## src/rtl/load_store_unit.sv

```systemverilog
// -----------------------------------------------------------------------------
// load_store_unit
//
// Initiator side of the data-memory interface, placed between the MIPS
// execute/memory stage and DataMemory. It converts byte/halfword/word load and
// store requests into word-aligned memory accesses. Sub-word stores are done as
// read-modify-write. Load data is extracted and sign/zero extended here.
// Misaligned, out-of-range and illegal-size requests are flagged as faults and
// never touch memory.
//
// Parameters
//   MEM_WORDS  : data memory depth in 32-bit words; byte addresses at or above
//                MEM_WORDS*4 fault
//   BIG_ENDIAN : 1 -> byte offset 0 is bits [31:24]; 0 -> bits [7:0]
//
// Ports
//   clk, rst_n                : clock, asynchronous active-low reset
//   Req, Store, Size,
//   Unsigned, Addr, StoreData : CPU request, sampled only when idle
//   Busy                      : high while an access is in flight (stall)
//   Done, Fault               : one-cycle completion pulse and its fault flag
//   LoadData                  : extended load result, held until the next Done
//   MemRead, MemWrite,
//   Address, WriteData        : to DataMemory (Address always word aligned)
//   ReadData                  : from DataMemory, combinational
// -----------------------------------------------------------------------------
module load_store_unit #(
    parameter int MEM_WORDS  = 1024,
    parameter bit BIG_ENDIAN = 1'b1
) (
    input  logic        clk,
    input  logic        rst_n,
    input  logic        Req,
    input  logic        Store,
    input  logic [1:0]  Size,
    input  logic        Unsigned,
    input  logic [31:0] Addr,
    input  logic [31:0] StoreData,
    output logic        Busy,
    output logic        Done,
    output logic        Fault,
    output logic [31:0] LoadData,
    output logic        MemRead,
    output logic        MemWrite,
    output logic [31:0] Address,
    output logic [31:0] WriteData,
    input  logic [31:0] ReadData
);

    typedef enum logic [1:0] {IDLE, READ, WRITE, DONE} state_t;

    localparam logic [1:0]  SZ_BYTE   = 2'b00;
    localparam logic [1:0]  SZ_HALF   = 2'b01;
    localparam logic [1:0]  SZ_WORD   = 2'b10;
    // 33 bits so that MEM_WORDS*4 == 2**32 still compares correctly.
    localparam logic [32:0] MEM_BYTES = 33'(MEM_WORDS) * 33'd4;

    state_t      state_reg;
    logic        busy_reg;
    logic        done_reg;
    logic        fault_reg;
    logic [31:0] load_data_reg;
    logic        mem_read_reg;
    logic        mem_write_reg;
    logic [31:0] address_reg;
    logic [31:0] write_data_reg;

    // Request captured at acceptance.
    logic        store_reg;
    logic [1:0]  size_reg;
    logic        unsigned_reg;
    logic [1:0]  offset_reg;
    logic [31:0] store_data_reg;

    logic        req_fault;
    logic [4:0]  lane_shift;
    logic [31:0] rd_lane;
    logic [31:0] load_ext;
    logic [3:0]  lane_be;
    logic [31:0] st_lane;
    logic [31:0] merged;

    // Fault decode on the live request; only consumed when accepting.
    always_comb begin
        req_fault = 1'b0;
        if (Size == 2'b11)
            req_fault = 1'b1;
        else if (Size == SZ_HALF && Addr[0])
            req_fault = 1'b1;
        else if (Size == SZ_WORD && Addr[1:0] != 2'b00)
            req_fault = 1'b1;
        else if ({1'b0, Addr} >= MEM_BYTES)
            req_fault = 1'b1;
    end

    // Bit position of the addressed lane inside the memory word. Big-endian
    // reverses the byte numbering, hence the inverted offset.
    always_comb begin
        lane_shift = 5'd0;
        if (size_reg == SZ_BYTE)
            lane_shift = BIG_ENDIAN ? {~offset_reg, 3'b000} : {offset_reg, 3'b000};
        else if (size_reg == SZ_HALF)
            lane_shift = BIG_ENDIAN ? {~offset_reg[1], 4'b0000} : {offset_reg[1], 4'b0000};
    end

    always_comb begin
        rd_lane = ReadData >> lane_shift;
        case (size_reg)
            SZ_BYTE: load_ext = {{24{rd_lane[7]  & ~unsigned_reg}}, rd_lane[7:0]};
            SZ_HALF: load_ext = {{16{rd_lane[15] & ~unsigned_reg}}, rd_lane[15:0]};
            default: load_ext = rd_lane;
        endcase
        lane_be = ((size_reg == SZ_BYTE) ? 4'b0001 : 4'b0011) << lane_shift[4:3];
        st_lane = store_data_reg << lane_shift;
    end

    // Read-modify-write merge: enabled lanes take store data, the rest keep
    // the word just read.
    for (genvar gi = 0; gi < 4; gi++) begin : g_merge
        assign merged[gi*8 +: 8] = lane_be[gi] ? st_lane[gi*8 +: 8] : ReadData[gi*8 +: 8];
    end

    always_ff @(posedge clk or negedge rst_n) begin
        if (!rst_n) begin
            state_reg      <= IDLE;
            busy_reg       <= 1'b0;
            done_reg       <= 1'b0;
            fault_reg      <= 1'b0;
            load_data_reg  <= 32'd0;
            mem_read_reg   <= 1'b0;
            mem_write_reg  <= 1'b0;
            address_reg    <= 32'd0;
            write_data_reg <= 32'd0;
            store_reg      <= 1'b0;
            size_reg       <= 2'b00;
            unsigned_reg   <= 1'b0;
            offset_reg     <= 2'b00;
            store_data_reg <= 32'd0;
        end else begin
            // Strobes are single-cycle unless re-asserted below.
            done_reg      <= 1'b0;
            fault_reg     <= 1'b0;
            mem_read_reg  <= 1'b0;
            mem_write_reg <= 1'b0;
            case (state_reg)
                IDLE: begin
                    if (Req) begin
                        store_reg      <= Store;
                        size_reg       <= Size;
                        unsigned_reg   <= Unsigned;
                        offset_reg     <= Addr[1:0];
                        store_data_reg <= StoreData;
                        busy_reg       <= 1'b1;
                        if (req_fault) begin
                            state_reg <= DONE;
                            done_reg  <= 1'b1;
                            fault_reg <= 1'b1;
                        end else if (Store && Size == SZ_WORD) begin
                            state_reg      <= WRITE;
                            mem_write_reg  <= 1'b1;
                            address_reg    <= {Addr[31:2], 2'b00};
                            write_data_reg <= StoreData;
                        end else begin
                            // Loads and sub-word stores both start with a read.
                            state_reg    <= READ;
                            mem_read_reg <= 1'b1;
                            address_reg  <= {Addr[31:2], 2'b00};
                        end
                    end
                end
                READ: begin
                    if (store_reg) begin
                        state_reg      <= WRITE;
                        mem_write_reg  <= 1'b1;
                        write_data_reg <= merged;
                    end else begin
                        state_reg     <= DONE;
                        done_reg      <= 1'b1;
                        load_data_reg <= load_ext;
                    end
                end
                WRITE: begin
                    state_reg <= DONE;
                    done_reg  <= 1'b1;
                end
                DONE: begin
                    state_reg <= IDLE;
                    busy_reg  <= 1'b0;
                end
                default: state_reg <= IDLE;
            endcase
        end
    end

    assign Busy      = busy_reg;
    assign Done      = done_reg;
    assign Fault     = fault_reg;
    assign LoadData  = load_data_reg;
    assign MemRead   = mem_read_reg;
    assign MemWrite  = mem_write_reg;
    assign Address   = address_reg;
    assign WriteData = write_data_reg;

endmodule
```

## config.mk

```make
export PLATFORM = sky130hd
export DESIGN_NAME = load_store_unit
export DESIGN_NICKNAME = d
export VERILOG_FILES = /design/src/rtl/load_store_unit.sv
export SDC_FILE = /design/constraint.sdc
export NUM_CORES = 1
export LEC_CHECK = 0
export CAP_MARGIN = 10
export CORE_MARGIN = 1.5
export CORE_UTILIZATION = 34
export DETAILED_ROUTE_END_ITERATION = 10
export PLACE_DENSITY_LB_ADDON = 0.08
export SETUP_SLACK_MARGIN = 0.2
export SLEW_MARGIN = 20
export SYNTH_ARGS = -nofsm -noshare
export SYNTH_HDL_FRONTEND = slang
export SYNTH_SLANG_ARGS = --single-unit
```

## constraint.sdc

```tcl
create_clock -name clk -period 2.75 [get_ports clk]
set_input_delay 0.55 -clock clk [delete_from_list [all_inputs] [get_ports clk]]
set_output_delay 0.55 -clock clk [all_outputs]
set_load 0.02 [all_outputs]
```

# Word level (Yosys, flattened, before mapping)
# Cells that the tools add are included.
# W data, S select, Z words.
[totals]
ff_bits = 139
input_bits = 103
elab_cells = 87
[classes]
order_cmp = 1
n_eq_ne = 11
shift = 3
muxes = 38
bitwise = 7
reduce_logical = 13
[ops]
columns = ["cell", "count"]
rows = [
  ["$mux W32", 4],
  ["$pmux W32 S2", 2],
  ["$ge A32 B13 Y1 const B", 1],
  ["$mux W8", 4],
  ["$shl A32 B5 Y32", 1],
  ["$shr A32 B5 Y32", 1],
  ["$mux W1", 18],
  ["$mux W5", 2],
  ["$eq A2 B2 Y1 const B", 4],
  ["$mux W2", 4],
  ["$ne A2 B2 Y1 const B", 4],
  ["$pmux W2 S4", 1],
  ["$eq A2 B1 Y1 const B", 3],
  ["$reduce_and A2 Y1", 3],
  ["$reduce_bool A2 Y1", 3],
  ["$reduce_and A5 Y1", 1],
  ["$logic_not A2 Y1", 2],
  ["$not A1 Y1", 4],
  ["$pmux W1 S2", 2],
  ["$shl A2 B2 Y4", 1],
  ["$logic_and A1 B1 Y1", 3],
  ["$pmux W1 S3", 1],
  ["$reduce_and A3 Y1", 1],
  ["$and A1 B1 Y1", 2],
  ["$not A2 Y2", 1],
]

# Longest topological paths before layout
[logic_depth]
depth_word = 8
ltp_mapped = 8
mapped_depth_nobuf = 7

# Least setup slack after synthesis
# Ideal clock, no wire load.
[synth_timing]
kind = "input -> register"
start = "in Addr[15]"
end = "reg write_data_reg[29], in the netlist WriteData[29]"
setup_ns = 0.125
arrival_time_ns = 2.168
required_time_ns = 2.625
path_slack_ns = 0.457
path_stages = 5
path_buffers = 1
cell_sequence = "or4_4 > nor4_4 > a31o_4 > buf_4 > mux2_2"
[synth_via]
elab_chain_cells = 7
[synth_lines]
columns = ["item", "line", "rtl"]
rows = [
  ["start: declaration", "37", "input logic [31:0] Addr,"],
  ["$ge A32 B13 Y1", "92", "else if ({1'b0, Addr} >= MEM_BYTES)"],
  ["$mux W1", "92", ""],
  ["$mux W1", "90", "else if (Size == SZ_WORD && Addr[1:0] != 2'b00)"],
  ["$mux W1", "88", "else if (Size == SZ_HALF && Addr[0])"],
  ["$mux W1", "86", "if (Size == 2'b11)"],
  ["$ne A2 B2 Y1 (no line)", "--", ""],
  ["$reduce_and A5 Y1 (no line)", "--", ""],
  ["end signal: assignment", "162", "write_data_reg <= StoreData;"],
  ["end signal: assignment", "175", "write_data_reg <= merged;"],
  ["end: declaration", "66", "logic [31:0] write_data_reg;"],
]
# No other way between the ends.
# A chain may end at the register's enable or synchronous reset.

# Worst setup path in the final report
[layout_timing]
start = "in Addr[18]"
end = "reg address_reg[9], in the netlist Address[9]"
[layout_via]
elab_chain_cells = 7
[layout_lines]
columns = ["item", "line", "rtl"]
rows = [
  ["$ge A32 B13 Y1", "92", ""],
  ["$mux W1", "92", ""],
  ["$mux W1", "90", ""],
  ["$mux W1", "88", ""],
  ["$mux W1", "86", ""],
  ["$not A1 Y1 (no line)", "--", ""],
  ["$reduce_and A3 Y1 (no line)", "--", ""],
  ["end signal: assignment", "161", "address_reg <= {Addr[31:2], 2'b00};"],
  ["end signal: assignment", "167", "address_reg <= {Addr[31:2], 2'b00};"],
  ["end: declaration", "65", "logic [31:0] address_reg;"],
]
# No other way between the ends.

==> results.txt <==
* Met1 demand-to-capacity share in global routing: 0.259
- The initial antenna violation count is 0.
- Grt ovf: 0
- Hold is met by 237 ps.
- The number of antenna diodes in the final layout is 0.
- For this run, the register share of the synthesized area comes to 0.526.
- The first routing iteration left 282 violations.
- The first global-routing pass estimated 27700 um of wire.
- Slowest stage delay, CP: 400 ps
* Max-cap check violation count: 0
- Global-route layer with the greatest usage: met2
* Number of enable-type register cells in the synthesized netlist: 0
- Commonest non-fill, non-tap cells in the layout: 200 x sky130_fd_sc_hd__clkdlybuf4s50_1, 123 x sky130_fd_sc_hd__dfrtp_1, 65 x sky130_fd_sc_hd__nor2_1
* DIE WIDTH: 134 um
* Max-slew violation count: 0
* Worst path bufs/invs: 2
- The cell area that synthesis handed to floorplanning was 5850 um2.
- Type of destination of the critical path: register
- Die height: 134 um
* Layout cells sized above 1: 0.147
- Traced cell by cell, the critical path runs through clkdlybuf4s50_1, nor4_1, nand4_1, nor4_4, buf_4, mux2_2.
- Measured on the finished design, the core utilization comes to 0.522.
* CTS tree: built
- The final layout contains routed wiring with a total length of 18000 um.
- The library cell used most frequently in the layout, excluding fill and tap cells, is sky130_fd_sc_hd__clkdlybuf4s50_1.
- Count of clock tree sinks: 123
* Overall routing resource usage: 0.202
- Worst reg-to-reg path cell count: 6
- For this run, the number of Yosys warnings is 0.
- Yosys cell types: 43
* Cell-internal power: 6.07 mW
- Top FF cell, synth: sky130_fd_sc_hd__dfrtp_1
- Iteration count of the initial detailed-routing pass: 5
- The via count of the first global-routing pass is 5091.
- At the end of the flow, the number of nets in the layout was 863.
- For the pin with the worst max-slew slack, the measured transition is 661 ps.
- At the worst endpoint, the required time is 3050 ps.
* Count of vias placed by the detailed router: 5012
* Effective utilization at floorplan: 0.350
- Data arrival at the endpoint of the critical path: 2630 ps
* Final routed wire length divided by cell count: 18.2 um
- Setup TNS: 0 ps
- Total clock buffers created by CTS: 17
- Reg-to-Reg End: Address[9]$_DFFE_PN0P_
- Antenna Nets Post-Route: 0
* Critical Path Slowest Stage Cell: sky130_fd_sc_hd__clkdlybuf4s50_1
- Hold Buf Count CTS: 0
- Setup repair after global routing left no endpoint under its margin.
- Net Sw Power: 3.75 mW
- Basic-gate share of the synthesized area counting and, or, nand and nor cells: 0.128
- Fraction of power consumed by sequential logic: 0.303
- Relative contribution of the clock network to total power: 0.234
- Final Cycle Share: 0.848
- At the end of routability-driven placement, the weighted congestion stood at 0.916.
- Startpoint types: primary input
- Synthesized area per cell: 10.4 um2
- Later-pin clock latency in the skew report: 420 ps
- After legalization and detailed placement, the total HPWL measured 13100 um.
- Slack of the worst reg-to-reg path: 510 ps
- Worst min path class: primary input to async pin
* Final worst setup slack: 417 ps
* Multiplexer area fraction after synthesis: 0.150
- The flow ran to the end, and the final reports show no timing, DRC or antenna violations.
- Register clock-pin slew on the reported worst setup and hold paths: 60 ps
- Post-CTS setup-driven buffer insertion count: 0
- Adder-cell share of the synthesized area: 0.00856
* IO buf count: 201
* Xor and xnor area share after synthesis: 0
- From synthesis to final layout, the design area changed by 49.0%.
- Resize count post-CTS: 0
- Count of final hold-check violations: 0
* Maximum level of the CTS H-tree: 4
- In the routed design, unresolved DRC markers number 0.
* Number of rows in the core area: 47
- Count of final setup violators: 0
* LEAKAGE: 3.69 nW
- For this run, global-route usage on met3 was measured as 0.0593.
- CTS placed an instance of sky130_fd_sc_hd__clkbuf_16 at the clock tree root.
- Relative contribution of combinational cells to total power: 0.463
* Max Buffers Root-to-Sink: 2
* Proportion of total power due to net switching: 0.382
- Entering global routing, the biggest net connects 124 pins.
- Broken down by cell family, the worst path's largest delay share belongs to simple AND/OR/NAND/NOR gates.
- Counting flops with an async set or reset pin after synthesis yields a share of 1.00.
- Total Die Area: 18000 um2
* Share of the synthesized area in compound gates (AO/OA/AOI/OAI): 0.141
- On the final layout, the worst clock skew is 8.11 ps.
- By area, the combinational part of the netlist is dominated by multiplexers.
- For this run, the top clock speed supported by timing is 429 MHz.
- I/O pin count: 204
- Counting every instance in the synthesized netlist gives 560.
- Counting flops and latches in the post-synthesis netlist gives 123.
* Crit Reg-Reg Startpoint: state_reg[0]$_DFFE_PN0P_
* Maximum vdd drop: 0.000511 V
* Max-slew headroom: 0.559
- Vias/cell: 5.07
* Power per standard cell area: 1130 nW/um2
- Time the worst path needs with I/O delays and setup: 2330 ps
- Setup WS pre-CTS: -43.3 ps
- The critical path in this run is classified as primary input to register.
- Of all nets on the critical path, the largest fanout is 32.
* Core box area: 16700 um2
* Met2 global-route usage: 0.325
-- power groups by stage --
stage	Sequential (mW)	Clock, mW	Combinational (mW)
2_1_floorplan	3.47	0	2.21
3_3_place_gp	2.97	0	4.48
3_5_place_dp	3.01	0	4.55
4_1_cts	2.98	2.34	4.57
5_1_grt	3.07	2.41	4.91
6_report	2.98	2.30	4.54
-- worst max path at each step --
stage | start | endpoint | slack [ps] | cells past startpoint
2_1_floorplan | Addr[15] | WriteData[29]$_DFFE_PN0P_ | 460 | 5
3_3_place_gp | Addr[18] | Address[4]$_DFFE_PN0P_ | 10 | 6
3_5_place_dp | Addr[18] | Address[9]$_DFFE_PN0P_ | -40 | 6
4_1_cts | Addr[18] | Address[9]$_DFFE_PN0P_ | 390 | 6
5_1_grt | Addr[28] | Address[9]$_DFFE_PN0P_ | 290 | 6
6_report | Addr[18] | Address[9]$_DFFE_PN0P_ | 420 | 6
-- final cells by class --
class,count,area (um2)
clock buffers,18,439
clock inverters,14,171
fillers,1504,7990
inverters,21,78.8
multi-input cells,377,2520
flip-flops and latches,123,3080
well taps,220,275
repair buffers,216,2150
-- metal layers --
metal | routed length, um | vias up
met3 | 1390 | 29
li1 | - | 2338
met5 | 0 | -
met1 | 7850 | 2436
met2 | 8380 | 209
met4 | 353 | 0
-- cell usage after synthesis, types with 2 or more instances --
cell	count	area, um2
sky130_fd_sc_hd__dfrtp_1	123	3080
sky130_fd_sc_hd__nor2_1	65	244
sky130_fd_sc_hd__nand2_1	56	210
sky130_fd_sc_hd__mux2_2	49	552
sky130_fd_sc_hd__a21oi_1	43	215
sky130_fd_sc_hd__o21ai_0	35	175
sky130_fd_sc_hd__nor2b_1	23	144
sky130_fd_sc_hd__clkbuf_1	21	78.8
sky130_fd_sc_hd__inv_1	21	78.8
sky130_fd_sc_hd__mux2i_1	17	170
sky130_fd_sc_hd__o22ai_1	17	106
sky130_fd_sc_hd__a211oi_1	9	67.6
sky130_fd_sc_hd__buf_1	8	30.0
sky130_fd_sc_hd__o32a_1	8	80.1
sky130_fd_sc_hd__mux4_2	7	158
sky130_fd_sc_hd__buf_2	6	30.0
sky130_fd_sc_hd__nor3_1	5	25.0
sky130_fd_sc_hd__nor4_1	5	31.3
sky130_fd_sc_hd__a32oi_1	4	35.0
sky130_fd_sc_hd__ha_1	4	50.1
sky130_fd_sc_hd__a22o_1	3	26.3
sky130_fd_sc_hd__a22oi_1	3	22.5
sky130_fd_sc_hd__buf_4	3	22.5
sky130_fd_sc_hd__nand2b_1	3	18.8
sky130_fd_sc_hd__a21o_1	2	15.0
sky130_fd_sc_hd__buf_6	2	22.5
sky130_fd_sc_hd__o21a_1	2	15.0
-- through the flow --
stage,area (um2),std cells,total power [mW]
after floorplan,5850,561,5.68
after global placement,8100,957,7.45
after detailed placement,8100,957,7.56
after CTS,8710,989,9.90
after global routing,8710,989,10.4
final,8710,989,9.81
-- logic make-up after synthesis --
kind of cell,after synthesis
other,1
DFF,123
muxes,73
buffers and inverters,61
adders and majority gates,4
and+or+nand+nor,165
AOI/OAI and AO/OA,133
Power figures use the tool's default switching activity.
